--- config.mk ---
export PLATFORM = sky130hd
export DESIGN_NAME = mem_arbiter
export DESIGN_NICKNAME = d
export VERILOG_FILES = /design/src/rtl/mem_arbiter.sv
export SDC_FILE = /design/constraint.sdc
export NUM_CORES = 1
export LEC_CHECK = 0
export BUFFER_PORTS_ARGS = -buffer_cell sky130_fd_sc_hd__buf_2
export CORE_UTILIZATION = 35
export DETAILED_ROUTE_END_ITERATION = 12
export PLACE_DENSITY = 0.71
export SLEW_MARGIN = 10
export SYNTH_ARGS = -nofsm -noshare
export SYNTH_HDL_FRONTEND = slang
export SYNTH_SLANG_ARGS = --single-unit
--- constraint.sdc ---
create_clock -name clk -period 3.4 [get_ports clk]
set_clock_uncertainty 0.1 [all_clocks]
set_input_delay 0.51 -clock clk [delete_from_list [all_inputs] [get_ports clk]]
set_output_delay 0.51 -clock clk [all_outputs]
set_load 0.02 [all_outputs]
--- src/rtl/mem_arbiter.sv ---
// Two-master (fetch / load-store) to one-slave memory port arbiter and sequencer.
// Accepts one request at a time, with a watchdog that ends hung transactions in an error response.
module mem_arbiter #(
  parameter int unsigned AW      = 32,
  parameter int unsigned DW      = 32,
  parameter int unsigned TIMEOUT = 255
) (
  input  logic          clk,
  input  logic          rst,

  input  logic          ifu_req_valid,
  output logic          ifu_req_ready,
  input  logic [AW-1:0] ifu_addr,
  output logic          ifu_resp_valid,
  output logic [DW-1:0] ifu_rdata,
  output logic          ifu_resp_err,

  input  logic          lsu_req_valid,
  output logic          lsu_req_ready,
  input  logic [AW-1:0] lsu_addr,
  input  logic          lsu_wen,
  input  logic [DW-1:0] lsu_wdata,
  input  logic [7:0]    lsu_wmask,
  input  logic [2:0]    lsu_readop,
  output logic          lsu_resp_valid,
  output logic [DW-1:0] lsu_rdata,
  output logic          lsu_resp_err,

  output logic          mem_req_valid,
  input  logic          mem_req_ready,
  output logic [AW-1:0] mem_addr,
  output logic          mem_wen,
  output logic [DW-1:0] mem_wdata,
  output logic [7:0]    mem_wmask,
  output logic [2:0]    mem_readop,
  input  logic          mem_resp_valid,
  input  logic [DW-1:0] mem_rdata,

  output logic [1:0]    grant
);

  localparam int unsigned CW  = 16;
  localparam int unsigned MW  = 8;
  localparam int unsigned OPW = 3;

  localparam logic [1:0]     GRANT_NONE = 2'b00;
  localparam logic [1:0]     GRANT_IFU  = 2'b01;
  localparam logic [1:0]     GRANT_LSU  = 2'b10;
  localparam logic [OPW-1:0] IFU_READOP = 3'b010;

  typedef enum logic [1:0] {
    S_IDLE = 2'd0,
    S_REQ  = 2'd1,
    S_WAIT = 2'd2,
    S_RESP = 2'd3
  } state_e;

  state_e         state_q, state_d;
  logic [1:0]     grant_q, grant_d;
  logic           last_lsu_q, last_lsu_d;
  logic [CW-1:0]  cnt_q, cnt_d;
  logic           err_q, err_d;
  logic [AW-1:0]  addr_q, addr_d;
  logic           wen_q, wen_d;
  logic [DW-1:0]  wdata_q, wdata_d;
  logic [MW-1:0]  wmask_q, wmask_d;
  logic [OPW-1:0] readop_q, readop_d;
  logic [DW-1:0]  ifu_rdata_q, ifu_rdata_d;
  logic [DW-1:0]  lsu_rdata_q, lsu_rdata_d;

  logic          ifu_win, lsu_win;
  logic [CW-1:0] cnt_inc;
  logic          timeout;
  logic          resp_capture;
  logic          timeout_fire;

  // Arbitration: a tie goes to the requester that did not win last time.
  always_comb begin
    ifu_win = 1'b0;
    lsu_win = 1'b0;
    if (!rst && state_q == S_IDLE) begin
      lsu_win = lsu_req_valid && (!ifu_req_valid || !last_lsu_q);
      ifu_win = ifu_req_valid && (!lsu_req_valid ||  last_lsu_q);
    end
  end

  // Watchdog: fires on the TIMEOUT-th cycle spent in REQ+WAIT; a real response in that cycle wins.
  always_comb begin
    cnt_inc      = cnt_q + CW'(1);
    timeout      = (TIMEOUT != 0) && (cnt_inc == CW'(TIMEOUT));
    resp_capture = (state_q == S_WAIT) && mem_resp_valid;
    timeout_fire = ((state_q == S_REQ) || (state_q == S_WAIT)) && timeout && !resp_capture;
  end

  always_ff @(posedge clk) begin
    if (rst) begin
      state_q <= S_IDLE;
    end else begin
      state_q <= state_d;
    end
  end

  always_comb begin
    state_d = state_q;
    unique case (state_q)
      S_IDLE: begin
        if (ifu_win || lsu_win) state_d = S_REQ;
      end
      S_REQ: begin
        if (timeout_fire)       state_d = S_RESP;
        else if (mem_req_ready) state_d = S_WAIT;
      end
      S_WAIT: begin
        if (resp_capture || timeout_fire) state_d = S_RESP;
      end
      S_RESP: begin
        state_d = S_IDLE;
      end
      default: state_d = S_IDLE;
    endcase
  end

  always_comb begin
    ifu_req_ready  = ifu_win;
    lsu_req_ready  = lsu_win;
    mem_req_valid  = (state_q == S_REQ);
    ifu_resp_valid = (state_q == S_RESP) && (grant_q == GRANT_IFU);
    lsu_resp_valid = (state_q == S_RESP) && (grant_q == GRANT_LSU);
    ifu_resp_err   = ifu_resp_valid && err_q;
    lsu_resp_err   = lsu_resp_valid && err_q;
  end

  // Request latch, ownership tracking and response data capture.
  always_comb begin
    grant_d     = grant_q;
    last_lsu_d  = last_lsu_q;
    cnt_d       = cnt_q;
    err_d       = err_q;
    addr_d      = addr_q;
    wen_d       = wen_q;
    wdata_d     = wdata_q;
    wmask_d     = wmask_q;
    readop_d    = readop_q;
    ifu_rdata_d = ifu_rdata_q;
    lsu_rdata_d = lsu_rdata_q;

    unique case (state_q)
      S_IDLE: begin
        if (ifu_win) begin
          grant_d    = GRANT_IFU;
          last_lsu_d = 1'b0;
          addr_d     = ifu_addr;
          wen_d      = 1'b0;
          wdata_d    = '0;
          wmask_d    = '0;
          readop_d   = IFU_READOP;
          cnt_d      = '0;
          err_d      = 1'b0;
        end else if (lsu_win) begin
          grant_d    = GRANT_LSU;
          last_lsu_d = 1'b1;
          addr_d     = lsu_addr;
          wen_d      = lsu_wen;
          wdata_d    = lsu_wdata;
          wmask_d    = lsu_wmask;
          readop_d   = lsu_readop;
          cnt_d      = '0;
          err_d      = 1'b0;
        end
      end
      S_REQ, S_WAIT: begin
        cnt_d = cnt_inc;
        if (resp_capture) begin
          err_d = 1'b0;
          if (grant_q == GRANT_IFU) ifu_rdata_d = mem_rdata;
          else                      lsu_rdata_d = wen_q ? '0 : mem_rdata;
        end else if (timeout_fire) begin
          err_d = 1'b1;
          if (grant_q == GRANT_IFU) ifu_rdata_d = '0;
          else                      lsu_rdata_d = '0;
        end
      end
      S_RESP: begin
        grant_d = GRANT_NONE;
      end
      default: grant_d = GRANT_NONE;
    endcase
  end

  always_ff @(posedge clk) begin
    if (rst) begin
      grant_q     <= GRANT_NONE;
      last_lsu_q  <= 1'b0;
      cnt_q       <= '0;
      err_q       <= 1'b0;
      addr_q      <= '0;
      wen_q       <= 1'b0;
      wdata_q     <= '0;
      wmask_q     <= '0;
      readop_q    <= '0;
      ifu_rdata_q <= '0;
      lsu_rdata_q <= '0;
    end else begin
      grant_q     <= grant_d;
      last_lsu_q  <= last_lsu_d;
      cnt_q       <= cnt_d;
      err_q       <= err_d;
      addr_q      <= addr_d;
      wen_q       <= wen_d;
      wdata_q     <= wdata_d;
      wmask_q     <= wmask_d;
      readop_q    <= readop_d;
      ifu_rdata_q <= ifu_rdata_d;
      lsu_rdata_q <= lsu_rdata_d;
    end
  end

  assign grant      = grant_q;
  assign mem_addr   = addr_q;
  assign mem_wen    = wen_q;
  assign mem_wdata  = wdata_q;
  assign mem_wmask  = wmask_q;
  assign mem_readop = readop_q;
  assign ifu_rdata  = ifu_rdata_q;
  assign lsu_rdata  = lsu_rdata_q;

endmodule

* Word-level counts from Yosys, hierarchy flattened
Cells that the tools add are included.
Widths: inputs -> output; s select.
** Storage, ports and cells
- Register bits :: 162
- Input bits :: 146
- Output and inout bits :: 149
- Word-level logic and storage cells :: 97
** Cells by class
- Add/subtract/negate cells :: 1
- Eq/ne operators :: 11
- Multiplexer cells :: 39
- Bitwise gates (word level) :: 1
- Reductions and logical operators :: 33
** Operators with widths (count)
- $mux 32 :: 13
- $mux 16 :: 2
- $pmux 16 s2 :: 1
- $add 16x1->16 const B :: 1
- $eq 16x8->1 const B :: 1
- $mux 8 :: 2
- $mux 2 :: 6
- $reduce_and 3->1 :: 4
- $logic_and 1x1->1 :: 10
- $mux 1 :: 10
- $pmux 2 s4 :: 1
- $reduce_bool 2->1 :: 4
- $eq 2x2->1 const B :: 3
- $mux 3 :: 2
- $ne 3x3->1 const B :: 2
- $reduce_and 2->1 :: 3
- $logic_not 1->1 :: 5
- $logic_or 1x1->1 :: 5
- $eq 2x1->1 const B :: 2
- $ne 2x1->1 const B :: 2
- $pmux 2 s2 :: 1
- $ne 3x1->1 const B :: 1
- $logic_not 2->1 :: 1
- $pmux 1 s2 :: 1
- 2 further kinds :: 2

* Logic depth before layout (Yosys ltp)
Gate-level depths: netlist of the first run.
- Depth in word-level cells :: 7
- Mapped depth :: 11
- Mapped depth without buffers :: 9

* Worst setup path before layout of the first run
OpenSTA, ideal clock, no wires.
- Path type :: register to register
- Start :: register cnt_q[0]
- End :: register lsu_rdata_q[10] (netlist: lsu_rdata[10])
- Library setup time :: 0.117 ns
- Data arrival time :: 2.607 ns
- Data required time :: 3.183 ns
- Slack :: 0.576 ns
- Stages on the path, launching flop included :: 11
- Buffers on the path :: 2
- Clock period less this slack :: 2.824 ns
- Cells stage by stage :: dfxtp_1 -> ha_1 -> nand3_2 -> or4_1 -> mux2i_1 -> a2111oi_4 -> o21ai_1 -> and2_1 -> buf_6 -> buf_6 -> a22o_1
** On the way
- Word-level cells in the longest chain between the ends :: 6
** Ends and longest elaborated chain
- start, declared :: RTL line 61 : logic [CW-1:0] cnt_q, cnt_d;
- start signal, assigned :: RTL line 206 : cnt_q <= cnt_d;
- $add 16x1->16 :: RTL line 89 : cnt_inc = cnt_q + CW'(1);
- $eq 16x8->1 :: RTL line 90 : timeout = (TIMEOUT != 0) && (cnt_inc == CW'(TIMEOUT));
- $logic_and 1x1->1 (2 in series) :: RTL line 92 : timeout_fire = ((state_q == S_REQ) || (state_q == S_WAIT)) && timeout && !resp_capture;
- $reduce_bool 2->1 (no source line)
- $reduce_and 3->1 (no source line)
- end signal, assigned :: RTL line 214 : lsu_rdata_q <= lsu_rdata_d;
- end, declared :: RTL line 69 : logic [DW-1:0] lsu_rdata_q, lsu_rdata_d;
No other way between the ends.
A chain may end at the register's enable or synchronous reset.

* Worst setup path after layout of the first run
- Start :: register cnt_q[0]
- End :: register lsu_rdata_q[29] (netlist: lsu_rdata[29])
The elaborated chain is that of the path after synthesis.

==> flow_metrics.env, run 1 <==
export IMPL_fin_cells=1216
export IMPL_clock_sinks=162
export IMPL_clk_pin_slew_ns=0.07
export IMPL_routed_top_layer="met4"
export IMPL_ant_nets=0
export IMPL_wl_per_cell_um=15.6
export IMPL_slowest_stage="or4_1"
export IMPL_finalCritPeriodShare=0.916
export IMPL_syn_area_per_cell_sq_um=8.95
export IMPL_hold_violations=0
export IMPL_p_per_area_nw_per_um2=626
export IMPL_grt_overflow=0
export IMPL_required_ns=3.62
export IMPL_area_growth_pct=35.1
export IMPL_yosysMostFrequentCell="dfxtp_1"
export IMPL_rows=48
export IMPL_io_buffer_count=294
export IMPL_cp_arrival_ns=3.33
export IMPL_dpl_hpwl_mm=13.2
export IMPL_syn_nets=864
export IMPL_min_path_cells=2
export IMPL_grt_pass1_wl_mm=29.3
export IMPL_synth_top_area_frac=0.510
export IMPL_routed_wl_mm=19.0
export IMPL_initial_core_util=0.363
export IMPL_max_freq_mhz=321
export IMPL_cp_max_fo=32
export IMPL_via_count=6341
export IMPL_slew_viol_final=0
export IMPL_drive_gt1_frac=0.352
export IMPL_status="finished, final reports clean"
export IMPL_layout_min_cycle_time_ns=3.11
export IMPL_antenna_found_initial=1
export IMPL_cts_tree="done"
export IMPL_synth_area_leaders="dfxtp_1 (51%), a22oi_1 (9.0%), nor2_1 (7.7%)"
export IMPL_crit_path_start_kind="flip-flop"
export IMPL_critPathCaptureType="flip-flop"
export IMPL_yosys_area_share_simple=0.184
export IMPL_tightest_slew_ns=1.07
export IMPL_syn_area_sq_um=6360
export IMPL_synth_flop_cell="dfxtp_1"
export IMPL_slowest_delay_ns=0.62
export IMPL_r2r_cells=9
export IMPL_die_height_um=137
export IMPL_fin_ws_ns=0.286
export IMPL_hold_path_endpoint="lsu_rdata[30]"
export IMPL_wl_met3_mm=1.66
export IMPL_synth_common_cells="dfxtp_1 (162), nor2_1 (130), nand2_1 (84), a22oi_1 (76), clkbuf_1 (47)"
export IMPL_synth_cell_types=53
export IMPL_syn_inst=711
export IMPL_async_reset_ff_frac=0
export IMPL_drc=0
export IMPL_cts_buffers=17
export IMPL_maxCapViolCount=0
export IMPL_met1Wirelength_mm=8.15
export IMPL_postCtsSetupRepairBufs=0
export IMPL_dp_slack_ns=0.278
export IMPL_worstSetupStartpoint="cnt_q[0]"
export IMPL_synth_seq_area_share=0.510
export IMPL_ys_warnings_count=0
export IMPL_setup_viol=0
export IMPL_clkLatencyLatePin_ns=0.42
export IMPL_nets=1131
export IMPL_rsz0062_at_grt="false"
export IMPL_worstHoldStart="mem_rdata[30]"
export IMPL_hold_buffers=0
export IMPL_cts_buffer_depth=2
export IMPL_synth_area_leader_cell="dfxtp_1"
export IMPL_synth_mux_area_frac=0.00472
export IMPL_io_pins=295
export IMPL_synth_xor_area_share=0.00413
export IMPL_synth_seq_cells=162
export IMPL_path_cells="ha_1, nand3_2, or4_1, mux2i_1, a2111oi_4, o21ai_1, and2_1, buf_4, a22o_1"
export IMPL_hold_class="in2reg"
export IMPL_peakVddDrop_uv=368
export IMPL_r2r_slack_ns=0.29
export IMPL_clockRootBuffer="clkbuf_16"
export IMPL_htreeDepth=4
export IMPL_slew_headroom=0.288
export IMPL_dp_cells=1184
export IMPL_avgViaCountPerCell=5.21
export IMPL_grt_max_degree=101
export IMPL_worst_r2r_endpoint="lsu_rdata[29]"
export IMPL_die_width_um=137
export IMPL_critPathKind="reg2reg"
export IMPL_synth_edf_count=0
export IMPL_firstDrtPassIters=5
export IMPL_synth_compound_area_frac=0.236
export IMPL_r2r_start="cnt_q[0]"
export IMPL_core_area_sq_um=17500
export IMPL_synth_fa_ha_area_frac=0.0138
export IMPL_route_met2_wl_mm=8.74
export IMPL_synth_top_family_by_area="compound AO/OA/AOI/OAI gates"
export IMPL_track_usage=0.200
export IMPL_leakagePower_nw=3.93
export IMPL_drt_iter0_markers=262
export IMPL_fin_setup_tns_ns=0
export IMPL_gp_congestion=0.830
export IMPL_grt_pass1_vias=5791
export IMPL_antenna_cells=0
export IMPL_die_area_sq_um=18700
export IMPL_cts_resized=0
## worst max path at each step
stage | endpoint | slack, ns | cells after the start
after floorplan | lsu_rdata[10] | 0.58 | 10
after global placement | lsu_rdata[29] | 0.41 | 9
after detailed placement | lsu_rdata[29] | 0.28 | 9
after CTS | lsu_rdata[5] | 0.28 | 9
after global routing | ifu_rdata[24] | 0.05 | 9
final | lsu_rdata[29] | 0.29 | 9
## metrics by stage
stage / area, sq um / power [mW] / util / hold slack, ns
finish: 8600 / 5.39 / 0.490 / 0.212
detailed placement: 7980 / 3.43 / 0.455 / 0.359
floorplan: 6360 / 2.99 / - / 0.376
global placement: 7980 / 3.42 / 0.455 / 0.357
global route: 8600 / 5.67 / 0.490 / 0.196
CTS: 8600 / 5.44 / 0.490 / 0.194
## state kept, by name, summed over array words and instances (netlist names), 2 cells and up
register / cells
cnt_q: 16
ifu_rdata: 32
mem_addr: 32
lsu_rdata: 32
state_q: 2
mem_wdata: 32
grant: 2
mem_wmask: 8
mem_readop: 3
## cells in the final DEF, fill, tap and decap left out, types with 3 or more instances in the layout
master     instances
a22o_1            32
inv_1             12
a22oi_1           76
o21ai_0            9
a311oi_1          35
buf_2            293
or3_1              4
a21oi_1           21
nand3_1            4
dfxtp_1          162
ha_1               7
mux2i_1            3
and2_1             5
buf_4             13
and3_1             8
inv_6              3
nor2_1           130
a31oi_1            3
nand2b_1           5
nor3_1             7
clkbuf_16         17
nand2_1           84
inv_8              3
clkinv_8           3
nand4_1            6
## cells by family (layout without fill, tap and decap cells)
kind of cell | Yosys count | count (layout)
multiplexers | 3 | 3
adder cells (fa/ha/maj) | 7 | 7
XOR/XNOR | 3 | 3
AO/OA/AOI/OAI | 195 | 195
buffers and inverters | 71 | 351
flip-flops | 162 | 162
AND/OR/NAND/NOR | 270 | 270
## power by group
group	internal [mW]	switching [mW]
logic	0.425	0.827
registers	2.06	0.0907
clock network	1.12	0.866
total	3.60	1.78
## area by class of cell
type / instances / area [sq um]
Inverter: 13 / 48.8
Clock buffer: 17 / 425
Sequential cell: 162 / 3240
Clock inverter: 15 / 198
Timing Repair Buffer: 306 / 1560
Multi-Input combinational cell: 478 / 2840
Fill cell: 1708 / 8940
Tap cell: 225 / 282
## critical path: cells and delay by family, from the launching register on
family,cells,cell delay (ns)
AND/OR/NAND/NOR,3,0.99
flip-flops,1,0.42
buffers and inverters,1,0.23
multiplexers,1,0.21
adder cells (fa/ha/maj),1,0.30
AO/OA/AOI/OAI,3,0.74
## metal layers
metal,up-vias,global-route usage
li1,3090,-
met1,2957,0.248
met2,272,0.320
met3,22,0.0744
met4,0,0.0665
met5,-,0
No activity file was read; power rests on OpenSTA's default activity.
==> run 2, diff against run 1 <==
==> constraint.sdc (replaced) <==
create_clock -name clk -period 4 [get_ports clk]
set_clock_uncertainty 0.1 [all_clocks]
set_input_delay 0.6 -clock clk [delete_from_list [all_inputs] [get_ports clk]]
set_output_delay 0.6 -clock clk [all_outputs]
set_load 0.02 [all_outputs]
==> flow_metrics.env, run 2 (synthesis results as in run 1) <==
export IMPL_area_growth_pct=34.2
export IMPL_combPwrFrac=0.233
export IMPL_ant_nets=0
export IMPL_multiInputGateArea_sq_um=2840
export IMPL_die_width_um=137
export IMPL_swShare=0.331
export IMPL_worstHoldStart="mem_rdata[23]"
export IMPL_cts_buffer_depth=2
export IMPL_register_area_sq_um=3240
export IMPL_drt_iter0_markers=294
export IMPL_critPathCaptureType="flip-flop"
export IMPL_fill_cells=1687
export IMPL_p_int_mw=3.00
export IMPL_seqPwrFrac=0.407
export IMPL_antenna_found_initial=2
export IMPL_mostFrequentLayoutCell="buf_2"
export IMPL_rows=48
export IMPL_leakagePower_nw=3.90
export IMPL_rsz0062_at_grt="false"
export IMPL_htreeDepth=4
export IMPL_grt_pass1_vias=5732
export IMPL_path_cells="ha_1, nand3_2, or4_1, mux2i_1, a2111oi_4, o21ai_1, and2_1, a22o_1"
export IMPL_hold_class="in2reg"
export IMPL_hold_buffers=0
export IMPL_cp_top_family="simple AND/OR/NAND/NOR gates"
export IMPL_clockRootBuffer="clkbuf_16"
export IMPL_layout_common_cells="buf_2 (293), dfxtp_1 (162), nor2_1 (130)"
export IMPL_dpl_hpwl_mm=13.0
export IMPL_cp_num_buf_inv=0
export IMPL_core_area_sq_um=17500
export IMPL_status="finished, final reports clean"
export IMPL_max_freq_mhz=286
export IMPL_die_height_um=137
export IMPL_hold_violations=0
export IMPL_cts_tree="done"
export IMPL_postCtsSetupRepairBufs=0
export IMPL_grt_max_degree=101
export IMPL_p_sw_mw=1.48
export IMPL_r2r_start="cnt_q[0]"
export IMPL_clock_sinks=162
export IMPL_layout_min_cycle_time_ns=3.50
export IMPL_cts_resized=0
export IMPL_io_buffer_count=294
export IMPL_initial_core_util=0.363
export IMPL_io_pins=295
export IMPL_slew_headroom=0.200
export IMPL_via_count=6223
export IMPL_crit_path_start_kind="flip-flop"
export IMPL_p_per_area_nw_per_um2=525
export IMPL_maxCapViolCount=0
export IMPL_cp_max_fo=32
export IMPL_peakVddDrop_uv=268
export IMPL_firstDrtPassIters=5
export IMPL_grt_overflow=0
export IMPL_tightest_slew_ns=1.20
export IMPL_avgViaCountPerCell=5.13
export IMPL_total_power_mw=4.48
export IMPL_critPathKind="reg2reg"
export IMPL_drive_gt1_frac=0.349
export IMPL_clk_pin_slew_ns=0.06
export IMPL_finalCritPeriodShare=0.875
export IMPL_cts_buffers=17
export IMPL_routed_wl_mm=18.6
export IMPL_fin_setup_tns_ns=0
export IMPL_slew_viol_final=0
export IMPL_wl_per_cell_um=15.3
export IMPL_track_usage=0.194
export IMPL_worstSetupStartpoint="cnt_q[0]"
export IMPL_slowest_delay_ns=0.93
export IMPL_nets=1128
export IMPL_min_path_cells=2
export IMPL_clkPwrFrac=0.360
export IMPL_clkLatencyLatePin_ns=0.41
export IMPL_drc=0
export IMPL_grt_pass1_wl_mm=28.4
export IMPL_required_ns=4.26
export IMPL_gp_congestion=0.854
export IMPL_crit_cells=8
export IMPL_die_area_sq_um=18700
export IMPL_r2r_cells=8
export IMPL_setup_viol=0
export IMPL_cp_arrival_ns=3.76
export IMPL_slowest_stage="and2_1"
## run 2: final cells by class
type,instances,area share
clock buffer,19,0.0519
clock inverter,13,0.0166
multi-input combinational,478,0.332
tap,225,0.0330
inverter,13,0.00571
timing repair buffer,303,0.181
antenna,1,0.000293
sequential,162,0.380
## run 2: layer usage
| layer | GRT usage | vias to the layer above | part of all wire |
|---|---|---|---|
| met3 | 0.0607 | 18 | 0.089 |
| met4 | 0.0720 | 0 | 0.016 |
| met5 | 0 | - | 0 |
| li1 | - | 3092 | - |
| met2 | 0.323 | 266 | 0.47 |
| met1 | 0.234 | 2847 | 0.43 |
## run 2: worst register-to-register path, delay by kind of cell (launching register included)
family,cells,cell delay (ns)
flops,1,0.42
simple gates,3,1.78
fa+ha+maj,1,0.30
compound gates,3,0.51
mux,1,0.35
## run 2: stage by stage
| stage | setup WS (ns) | utilization | instance area [sq um] | cells | hold WS, ns |
|---|---|---|---|---|---|
| floorplan | 1.18 | - | 6360 | 711 | 0.376 |
| global placement | 0.540 | 0.453 | 7950 | 1181 | 0.357 |
| detailed placement | 0.537 | 0.453 | 7950 | 1181 | 0.359 |
| CTS | 0.521 | 0.487 | 8540 | 1213 | 0.288 |
| global route | 0.259 | 0.487 | 8540 | 1213 | 0.291 |
| finish | 0.500 | 0.487 | 8540 | 1214 | 0.308 |
## run 2: power groups by stage
stage	clock, mW	sequential (mW)	combinational (mW)
2_1_floorplan	0	2.00	0.539
3_3_place_gp	0	1.86	1.04
6_report	1.61	1.82	1.04
4_1_cts	1.66	1.82	1.05
3_5_place_dp	0	1.86	1.04
5_1_grt	1.73	1.84	1.15
## run 2: worst paths after layout
| check | end | slack, ns |
|---|---|---|
| setup reg to reg | lsu_rdata[13] | 0.50 |
| hold / removal | lsu_rdata[23] | 0.31 |
| setup / recovery | lsu_rdata[13] | 0.50 |
| hold reg to reg | lsu_rdata[19] | 0.37 |
==> run 3, diff against run 2 <==
--- a/config.mk
+++ b/config.mk
@@ -5,10 +5,11 @@
 export SDC_FILE = /design/constraint.sdc
 export NUM_CORES = 1
 export LEC_CHECK = 0
+export ABC_AREA = 1
 export BUFFER_PORTS_ARGS = -buffer_cell sky130_fd_sc_hd__buf_2
 export CORE_UTILIZATION = 35
 export DETAILED_ROUTE_END_ITERATION = 12
-export PLACE_DENSITY = 0.71
+export PLACE_DENSITY = 0.72
 export SLEW_MARGIN = 10
 export SYNTH_ARGS = -nofsm -noshare
 export SYNTH_HDL_FRONTEND = slang
==> constraint.sdc (replaced) <==
create_clock -name clk -period 3.1 [get_ports clk]
set_clock_uncertainty 0.1 [all_clocks]
set_input_delay 0.465 -clock clk [delete_from_list [all_inputs] [get_ports clk]]
set_output_delay 0.465 -clock clk [all_outputs]
set_load 0.02 [all_outputs]
==> flow_metrics.env, run 3 <==
export IMPL_routed_wl_mm=21.7
export IMPL_met3_usage=0.0503
export IMPL_synth_area_leaders="dfxtp_1 (46%), nand2_1 (18%), a21oi_1 (9.1%)"
export IMPL_mostFrequentLayoutCell="nand2_1"
export IMPL_cts_buffer_depth=2
export IMPL_max_freq_mhz=358
export IMPL_drt_iter0_markers=400
export IMPL_die_height_um=143
export IMPL_finish_utilization=0.473
export IMPL_area_growth_pct=31.8
export IMPL_postCtsSetupRepairBufs=0
export IMPL_fin_cells=1533
export IMPL_cts_buffers=17
export IMPL_htreeDepth=4
export IMPL_gp_congestion=0.822
export IMPL_layout_common_cells="nand2_1 (329), buf_2 (293), dfxtp_1 (162)"
export IMPL_yosysMostFrequentCell="nand2_1"
export IMPL_core_area_sq_um=19500
export IMPL_syn_area_per_cell_sq_um=7.04
export IMPL_avgViaCountPerCell=4.87
export IMPL_synth_mux_area_frac=0
export IMPL_clock_sinks=162
export IMPL_synth_cell_types=30
export IMPL_antenna_found_initial=1
export IMPL_synth_top_area_frac=0.463
export IMPL_async_reset_ff_frac=0
export IMPL_peakVddDrop_uv=412
export IMPL_via_count=7472
export IMPL_syn_area_sq_um=7010
export IMPL_dpl_hpwl_mm=15.5
export IMPL_finalCritPeriodShare=0.901
export IMPL_syn_nets=1148
export IMPL_tightest_slew_ns=0.962
export IMPL_die_area_sq_um=20600
export IMPL_cp_arrival_ns=2.23
export IMPL_synth_seq_cells=162
export IMPL_ant_nets=0
export IMPL_leakagePower_nw=4.25
export IMPL_hold_class="in2reg"
export IMPL_grt_max_degree=91
export IMPL_total_power_mw=6.25
export IMPL_hold_buffers=0
export IMPL_busiest_layer="met2"
export IMPL_status="finished, final reports clean"
export IMPL_synth_seq_area_share=0.463
export IMPL_fin_ws_ns=0.306
export IMPL_cts_resized=0
export IMPL_hold_violations=0
export IMPL_dp_cells=1501
export IMPL_nets=1408
export IMPL_synth_compound_area_frac=0.153
export IMPL_clk_pin_slew_ns=0.08
export IMPL_synth_edf_count=0
export IMPL_cts_tree="done"
export IMPL_dp_slack_ns=0.422
export IMPL_required_ns=2.53
export IMPL_clockRootBuffer="clkbuf_16"
export IMPL_synth_common_cells="nand2_1 (330), dfxtp_1 (162), a21oi_1 (128), inv_1 (62), clkbuf_1 (56)"
export IMPL_grt_pass1_vias=6611
export IMPL_slew_headroom=0.359
export IMPL_rsz0062_at_grt="false"
export IMPL_synth_flop_cell="dfxtp_1"
export IMPL_crit_path_start_kind="flip-flop"
export IMPL_fin_hold_ws_ns=0.179
export IMPL_wl_per_cell_um=14.2
export IMPL_met2_usage=0.355
export IMPL_drc=0
export IMPL_initial_core_util=0.359
export IMPL_slew_viol_final=0
export IMPL_grt_use_met1=0.250
export IMPL_rows=51
export IMPL_cp_max_fo=46
export IMPL_critPathKind="reg2out"
export IMPL_setup_viol=0
export IMPL_antenna_cells=0
export IMPL_drive_gt1_frac=0.285
export IMPL_maxCapViolCount=0
export IMPL_die_width_um=143
export IMPL_p_per_area_nw_per_um2=677
export IMPL_fin_setup_tns_ns=0
export IMPL_postPlaceCellArea_sq_um=8650
export IMPL_clkLatencyLatePin_ns=0.43
export IMPL_yosys_area_share_simple=0.293
export IMPL_synth_xor_area_share=0
export IMPL_syn_inst=995
export IMPL_final_area_sq_um=9240
export IMPL_track_usage=0.206
export IMPL_grt_overflow=0
export IMPL_layout_min_cycle_time_ns=2.79
export IMPL_grt_pass1_wl_mm=33.3
export IMPL_synth_area_leader_cell="dfxtp_1"
export IMPL_ys_warnings_count=0
export IMPL_io_buffer_count=294
export IMPL_synth_fa_ha_area_frac=0.0125
export IMPL_firstDrtPassIters=6
export IMPL_synth_top_family_by_area="simple AND/OR/NAND/NOR gates"
export IMPL_io_pins=295
export IMPL_critPathCaptureType="output pin"
[run 3: cell families after synthesis]
| family | count (synthesis) |
|---|---|
| AO/OA/AOI/OAI | 204 |
| buffers and inverters | 137 |
| adder cells (fa/ha/maj) | 7 |
| AND/OR/NAND/NOR | 485 |
| flip-flops | 162 |
[run 3: final timing paths]
| path | cells after the start | end | from | slack (ns) |
|---|---|---|---|---|
| worst max-delay path | 8 | lsu_req_ready | state_q[1] | 0.31 |
| worst max register to register | 15 | lsu_rdata[2] | cnt_q[1] | 0.42 |
| worst min register to register | 2 | ifu_rdata[17] | ifu_rdata[17] | 0.36 |
| worst min-delay path | 3 | mem_wdata[0] | lsu_wdata[0] | 0.18 |
[run 3: cell type report]
class / instances / area, sq um
clock inverters: 15 / 163
fillers: 1991 / 10300
clock buffers: 17 / 425
flip-flops and latches: 162 / 3240
inverters: 66 / 250
well taps: 265 / 332
multi-input cells: 696 / 3220
repair buffers: 312 / 1610
[run 3: routing by layer]
metal,up-vias,share of wire
li1,3801,-
met2,291,0.49
met3,22,0.075
met5,-,0.00046
met1,3356,0.41
met4,2,0.014
[run 3: report_power, final]
part	internal [mW]	switching [mW]
Combinational	0.498	1.28
Sequential	2.27	0.107
Clock	1.08	1.01
Total	3.85	2.40
[run 3: critical path: stages (launching register included)]
cell     delay [ns]
dfxtp_1        0.34
inv_1          0.13
ha_1           0.18
inv_1          0.08
nor2_1         0.14
nand3_1        0.11
inv_1          0.13
buf_4          0.43
buf_2          0.25
